[config.mk]
export PLATFORM = sky130hd
export DESIGN_NAME = vga_sync_decoder
export DESIGN_NICKNAME = d
export VERILOG_FILES = /design/src/rtl/vga_sync_decoder.sv
export SDC_FILE = /design/constraint.sdc
export NUM_CORES = 1
export LEC_CHECK = 0
export BUFFER_PORTS_ARGS = -buffer_cell sky130_fd_sc_hd__buf_2
export CAP_MARGIN = 20
export CORE_MARGIN = 2
export CORE_UTILIZATION = 45
export DETAILED_ROUTE_END_ITERATION = 7
export PLACE_DENSITY = 0.78
export SYNTH_ARGS = -nofsm -noshare
export SYNTH_HDL_FRONTEND = slang
export SYNTH_SLANG_ARGS = --single-unit
[constraint.sdc]
create_clock -name CLK -period 3.4 [get_ports CLK]
set_clock_uncertainty 0.15 [all_clocks]
set_input_delay 0.68 -clock CLK [delete_from_list [all_inputs] [get_ports CLK]]
set_output_delay 0.68 -clock CLK [all_outputs]
set_load 0.03 [all_outputs]
[src/rtl/vga_sync_decoder.sv]
// Receive-side VGA timing recovery: counts ticks and lines from hs/vs edges,
// measures line/frame size, locks on stable timing and gates the active pixels.
module vga_sync_decoder #(
  parameter int   H_TOTAL     = 800,
  parameter int   V_TOTAL     = 525,
  parameter int   H_ACT_START = 144,
  parameter int   V_ACT_START = 35,
  parameter int   H_ACT       = 640,
  parameter int   V_ACT       = 480,
  parameter logic SYNC_POL    = 1'b0,
  parameter int   LOCK_FRAMES = 2
) (
  input  logic       CLK,
  input  logic       clrn,
  input  logic       pix_en,
  input  logic       hs,
  input  logic       vs,
  input  logic [3:0] r_in,
  input  logic [3:0] g_in,
  input  logic [3:0] b_in,
  output logic [8:0] row_addr,
  output logic [9:0] col_addr,
  output logic [11:0] pix,
  output logic       px_valid,
  output logic       frame_start,
  output logic       locked,
  output logic [9:0] line_len,
  output logic [9:0] frame_lines,
  output logic       err_sticky
);

  localparam logic [9:0] H_TOT   = 10'(H_TOTAL);
  localparam logic [9:0] V_TOT   = 10'(V_TOTAL);
  localparam logic [9:0] H_AS    = 10'(H_ACT_START);
  localparam logic [9:0] V_AS    = 10'(V_ACT_START);
  localparam logic [9:0] H_AE    = 10'(H_ACT_START + H_ACT - 1);
  localparam logic [9:0] V_AE    = 10'(V_ACT_START + V_ACT - 1);
  localparam logic [9:0] CNT_MAX = 10'h3FF;
  localparam logic [7:0] LOCK_N  = 8'(LOCK_FRAMES);

  typedef enum logic [1:0] {SEARCH, ACQ, LOCKED} state_t;

  state_t state_q, state_d;
  logic        hs_prev_q, hs_prev_d, vs_prev_q, vs_prev_d;
  logic [9:0]  hcnt_q, hcnt_d, vcnt_q, vcnt_d;
  logic        vs_pend_q, vs_pend_d;
  logic [9:0]  line_len_q, line_len_d, frame_lines_q, frame_lines_d;
  logic [7:0]  good_cnt_q, good_cnt_d;
  logic        bad_frame_q, bad_frame_d;
  logic        err_q, err_d, locked_q, locked_d;
  logic [8:0]  row_q, row_d;
  logic [9:0]  col_q, col_d;
  logic [11:0] pix_q, pix_d;
  logic        px_valid_q, px_valid_d, frame_start_q, frame_start_d;

  logic hs_edge, vs_edge, valign, active, line_bad, frame_bad;
  logic [9:0] meas_len, meas_lines;

  assign hs_edge    = pix_en && (hs == SYNC_POL) && (hs_prev_q != SYNC_POL);
  assign vs_edge    = pix_en && (vs == SYNC_POL) && (vs_prev_q != SYNC_POL);
  assign valign     = hs_edge && (vs_pend_q || vs_edge);
  assign meas_len   = hcnt_q + 10'd1;
  assign meas_lines = vcnt_q + 10'd1;
  assign line_bad   = hs_edge && (meas_len != H_TOT);
  assign frame_bad  = valign && (meas_lines != V_TOT);

  // Tick/line counters; the tick index of an edge tick is 0, so downstream
  // logic looks at the _d values to describe the tick being sampled.
  always_comb begin
    hs_prev_d     = hs_prev_q;
    vs_prev_d     = vs_prev_q;
    hcnt_d        = hcnt_q;
    vcnt_d        = vcnt_q;
    vs_pend_d     = vs_pend_q;
    line_len_d    = line_len_q;
    frame_lines_d = frame_lines_q;
    frame_start_d = 1'b0;
    if (pix_en) begin
      hs_prev_d = hs;
      vs_prev_d = vs;
      if (hs_edge) begin
        line_len_d = meas_len;
        hcnt_d     = 10'd0;
      end else if (hcnt_q != CNT_MAX) begin
        hcnt_d = hcnt_q + 10'd1;
      end
      if (valign) begin
        frame_lines_d = meas_lines;
        vcnt_d        = 10'd0;
        vs_pend_d     = 1'b0;
        frame_start_d = 1'b1;
      end else begin
        if (hs_edge && vcnt_q != CNT_MAX) vcnt_d = vcnt_q + 10'd1;
        if (vs_edge) vs_pend_d = 1'b1;
      end
    end
  end

  always_comb begin
    state_d     = state_q;
    good_cnt_d  = good_cnt_q;
    bad_frame_d = bad_frame_q;
    err_d       = err_q;
    if (pix_en) begin
      case (state_q)
        SEARCH: if (valign) begin
          state_d     = ACQ;
          good_cnt_d  = 8'd0;
          bad_frame_d = 1'b0;
        end
        ACQ: begin
          if (valign) begin
            bad_frame_d = 1'b0;
            if (bad_frame_q || line_bad || frame_bad) begin
              good_cnt_d = 8'd0;
            end else if (good_cnt_q + 8'd1 == LOCK_N) begin
              good_cnt_d = 8'd0;
              state_d    = LOCKED;
            end else begin
              good_cnt_d = good_cnt_q + 8'd1;
            end
          end else if (line_bad) begin
            good_cnt_d  = 8'd0;
            bad_frame_d = 1'b1;
          end
        end
        LOCKED: if (line_bad || frame_bad || hcnt_d == CNT_MAX) begin
          err_d   = 1'b1;
          state_d = SEARCH;
        end
        default: state_d = SEARCH;
      endcase
    end
  end

  assign active = (hcnt_d >= H_AS) && (hcnt_d <= H_AE) &&
                  (vcnt_d >= V_AS) && (vcnt_d <= V_AE);

  // Addresses hold their last active value through blanking; pix is blanked.
  always_comb begin
    locked_d   = (state_d == LOCKED);
    row_d      = row_q;
    col_d      = col_q;
    pix_d      = pix_q;
    px_valid_d = px_valid_q;
    if (pix_en) begin
      px_valid_d = locked_d && active;
      if (active) begin
        row_d = 9'(vcnt_d - V_AS);
        col_d = hcnt_d - H_AS;
        pix_d = {r_in, g_in, b_in};
      end else begin
        pix_d = 12'd0;
      end
    end
  end

  always_ff @(posedge CLK or negedge clrn) begin
    if (!clrn) state_q <= SEARCH;
    else       state_q <= state_d;
  end

  always_ff @(posedge CLK or negedge clrn) begin
    if (!clrn) begin
      hs_prev_q     <= ~SYNC_POL;
      vs_prev_q     <= ~SYNC_POL;
      hcnt_q        <= '0;
      vcnt_q        <= '0;
      vs_pend_q     <= 1'b0;
      line_len_q    <= '0;
      frame_lines_q <= '0;
      good_cnt_q    <= '0;
      bad_frame_q   <= 1'b0;
      err_q         <= 1'b0;
      locked_q      <= 1'b0;
      row_q         <= '0;
      col_q         <= '0;
      pix_q         <= '0;
      px_valid_q    <= 1'b0;
      frame_start_q <= 1'b0;
    end else begin
      hs_prev_q     <= hs_prev_d;
      vs_prev_q     <= vs_prev_d;
      hcnt_q        <= hcnt_d;
      vcnt_q        <= vcnt_d;
      vs_pend_q     <= vs_pend_d;
      line_len_q    <= line_len_d;
      frame_lines_q <= frame_lines_d;
      good_cnt_q    <= good_cnt_d;
      bad_frame_q   <= bad_frame_d;
      err_q         <= err_d;
      locked_q      <= locked_d;
      row_q         <= row_d;
      col_q         <= col_d;
      pix_q         <= pix_d;
      px_valid_q    <= px_valid_d;
      frame_start_q <= frame_start_d;
    end
  end

  assign row_addr    = row_q;
  assign col_addr    = col_q;
  assign pix         = pix_q;
  assign px_valid    = px_valid_q;
  assign frame_start = frame_start_q;
  assign locked      = locked_q;
  assign line_len    = line_len_q;
  assign frame_lines = frame_lines_q;
  assign err_sticky  = err_q;

endmodule
==> flow_metrics.env <==
export IMPL_syn_area_um2=4959
export IMPL_met3_usage=0.03288
export IMPL_clockPowerShare=0.261
export IMPL_internal_power_w=0.002010
export IMPL_layout_min_cycle_time_ps=3374
export IMPL_dr_pass1_iters=5
export IMPL_yosys_top_cells_count="dfrtp_1 (87), nand2_1 (50), nor2_1 (23), o21ai_0 (23)"
export IMPL_slew_viol_final=0
export IMPL_grt_use_met2=0.3687
export IMPL_drt_iter0_markers=301
export IMPL_dieWidth_um=109.0
export IMPL_worst_ep_arrival_time_ps=3480
export IMPL_power_share_combinational=0.327
export IMPL_cpLargestDelayFamily="compound AO/OA/AOI/OAI gates"
export IMPL_holdBufCountCts=0
export IMPL_yosysWarnings=0
export IMPL_grt_pass1_wl_um=21470
export IMPL_dp_slack_ps=-224.9
export IMPL_htree_levels=3
export IMPL_rr_startpoint="hcnt_q[1]"
export IMPL_worst_slack_ps=25.73
export IMPL_rsz0062_at_grt="true"
export IMPL_wl_per_cell_um=17.19
export IMPL_die_area_um2=11870
export IMPL_grt_overflow=0
export IMPL_synth_top_area_frac=0.4391
export IMPL_syn_area_per_cell_um2=9.937
export IMPL_finalCritPeriodShare=0.9924
export IMPL_cts_root_buf="clkbuf_8"
export IMPL_setup_viol=0
export IMPL_ys_ff_latch=89
export IMPL_critical_path_slowest_cell="dfrtp_1"
export IMPL_status="complete, no violations"
export IMPL_netlist_instances=499
export IMPL_hold_path_class="in -> async"
export IMPL_p_sw_frac=0.3431
export IMPL_via_per_inst=5.751
export IMPL_core_area_um2=10790
export IMPL_met1_usage=0.3128
export IMPL_grt_antenna_before_repair=1
export IMPL_place_area_um2=6006
export IMPL_clock_sinks=89
export IMPL_yosys_top_cells_area="dfrtp_1 (44%), xnor2_1 (3.9%), nand2_1 (3.8%)"
export IMPL_clk_pin_slew_ps=90
export IMPL_ir_worst_vdd_uv=302.9
export IMPL_maxCapViolCount=0
export IMPL_cts_buffers=9
export IMPL_max_slew_margin=0.6662
export IMPL_synth_ff_type="dfrtp_1"
export IMPL_dr_total_vias=4520
export IMPL_synthesis_nets=526
export IMPL_routabilityCongestion=0.9330
export IMPL_synth_edf_count=0
export IMPL_dp_cells=757
export IMPL_async_flop_share=1.000
export IMPL_clk_path_buf_depth=2
export IMPL_critPathMaxFanout=5
export IMPL_num_fill_cells=922
export IMPL_crit_top_cell="buf_6"
export IMPL_rr_endpoint="row_addr[5]"
export IMPL_row_count=38
export IMPL_hold_viol_final=0
export IMPL_crit_chain="ha_4 > nand4_1 > o31ai_2 > buf_4 > nor4_4 > o21ai_2 > ha_2 > inv_2 > a31o_4 > o211ai_1 > a32oi_2 > a211oi_4 > buf_6 > buf_6 > mux2_1"
export IMPL_drive_gt1_frac=0.3612
export IMPL_ys_seq_area_frac=0.4497
export IMPL_synth_distinct_cells=78
export IMPL_worst_skew_pair_late_latency_ps=370
export IMPL_path_class="reg -> reg"
export IMPL_cts_tree="built"
export IMPL_drc=0
export IMPL_reg2reg_depth=15
export IMPL_busiest_layer="met2"
export IMPL_slowest_delay_ps=400
export IMPL_top_level_ports=72
export IMPL_stdcell_count=786
export IMPL_grt_max_degree=90
export IMPL_io_buffers=71
export IMPL_final_antenna_net_count=0
export IMPL_fmax_ghz=0.2964
export IMPL_fin_nets=667
export IMPL_design_area_um2=6459
export IMPL_first_global_vias=4356
export IMPL_synth_top_area_cell="dfrtp_1"
export IMPL_syn_to_final_growth_pct=30.25
export IMPL_power_switching_w=0.001050
export IMPL_r2r_slack_ps=30
export IMPL_die_h_um=109.0
export IMPL_yosys_cell_count_top_type="dfrtp_1"
export IMPL_seq_power_share=0.412
export IMPL_startpoint_type="flip-flop"
export IMPL_drt_total_wl_um=13510
export IMPL_path_buf_inv=4
export IMPL_setup_worst_path_end_class="flip-flop"
export IMPL_tightest_slew_ps=496.9
export IMPL_track_usage=0.2299
export IMPL_worstPathRequired_ps=3510
export IMPL_p_leak_nw=3.134
export IMPL_start_util=0.4594
export IMPL_detailed_place_hpwl_um=9659
export IMPL_powerDensity_nw_per_um2=473.7
==> how the worst max path moves through the flow <==
stage                             end  startpoint  slack [ps]  cells after the start
final                     row_addr[5]   hcnt_q[1]          30                     15
after global placement    col_addr[0]          hs        -200                     10
after floorplan           col_addr[1]      pix_en           7                     12
after detailed placement  row_addr[7]          hs        -220                     10
after global routing      row_addr[3]   hcnt_q[1]        -110                     15
after CTS                 row_addr[6]   vcnt_q[1]           3                     11
==> flip-flops by register name (all words and copies together) (netlist names) <==
signal       count
err_sticky       1
vs_pend_q        1
state_q          2
frame_lines     10
pix             12
row_addr         9
bad_frame_q      1
locked           1
good_cnt_q       8
vcnt_q          10
col_addr        10
line_len        10
px_valid         1
vs_prev_q        1
hs_prev_q        1
frame_start      1
hcnt_q          10
==> stage by stage <==
| stage | setup TNS [ps] | power, W | util | hold WS (ps) |
|---|---|---|---|---|
| 2_1_floorplan | 0 | 0.001843 | - | 234.4 |
| 3_3_place_gp | -3586 | 0.002202 | 0.5565 | 290.9 |
| 3_5_place_dp | -4788 | 0.002225 | 0.5565 | 309.2 |
| 4_1_cts | 0 | 0.003022 | 0.5783 | 330.2 |
| 5_1_grt | -1844 | 0.003209 | 0.5984 | 29.73 |
| 6_report | 0 | 0.003059 | 0.5984 | 26.47 |
==> logic make-up after synthesis <==
kind of cell	after synthesis	share of synthesized area
xor+xnor	27	0.04769
flops	89	0.4497
buf+inv	58	0.05021
compound gates	134	0.2029
mux	20	0.05248
simple gates	161	0.1718
fa+ha+maj	10	0.02523
==> layout by cell type, fill, tap and decap left out, types with 12 or more instances in the layout <==
cell type,n
a21oi_1,12
nand3_1,18
mux2_4,13
nor2_1,23
a22o_1,14
buf_2,70
buf_4,84
inv_1,21
nand2_1,50
dfrtp_1,86
xnor2_1,21
o21ai_0,22
a31oi_1,12
==> power by group through the flow <==
stage | clock [W] | sequential (W) | combinational (W)
after floorplan | 0 | 0.00137 | 0.000477
after global placement | 0 | 0.00126 | 0.000937
after detailed placement | 0 | 0.00128 | 0.000950
after CTS | 0.000808 | 0.00125 | 0.000959
after global routing | 0.000852 | 0.00127 | 0.00109
final | 0.000798 | 0.00126 | 0.00100
==> cell type report <==
| cell class | instances | area (um^2) | share of cell area |
|---|---|---|---|
| timing repair buffer | 161 | 1116 | 0.1728 |
| tap | 140 | 175.2 | 0.02712 |
| clock buffer | 10 | 127.6 | 0.01976 |
| inverter | 27 | 101.3 | 0.01569 |
| multi-input combinational | 352 | 2621 | 0.4059 |
| clock inverter | 6 | 83.83 | 0.01298 |
| sequential | 89 | 2231 | 0.3454 |
| antenna | 1 | 2.502 | 0.0003874 |
==> metal layers <==
| layer | wire length, um | share of wire |
|---|---|---|
| met1 | 6107 | 0.45 |
| met2 | 6392 | 0.47 |
| met3 | 718 | 0.053 |
| met4 | 293 | 0.022 |
| met5 | 0 | 0 |
==> repair_timing <==
item	4_1_cts	5_1_grt
cloned	0	1
pin swaps	4	10
setup buffers	1	9
resized for setup	5	18
endpoints found under the hold margin	0	0
endpoints found under the setup margin	16	34
Power figures use the tool's default switching activity.
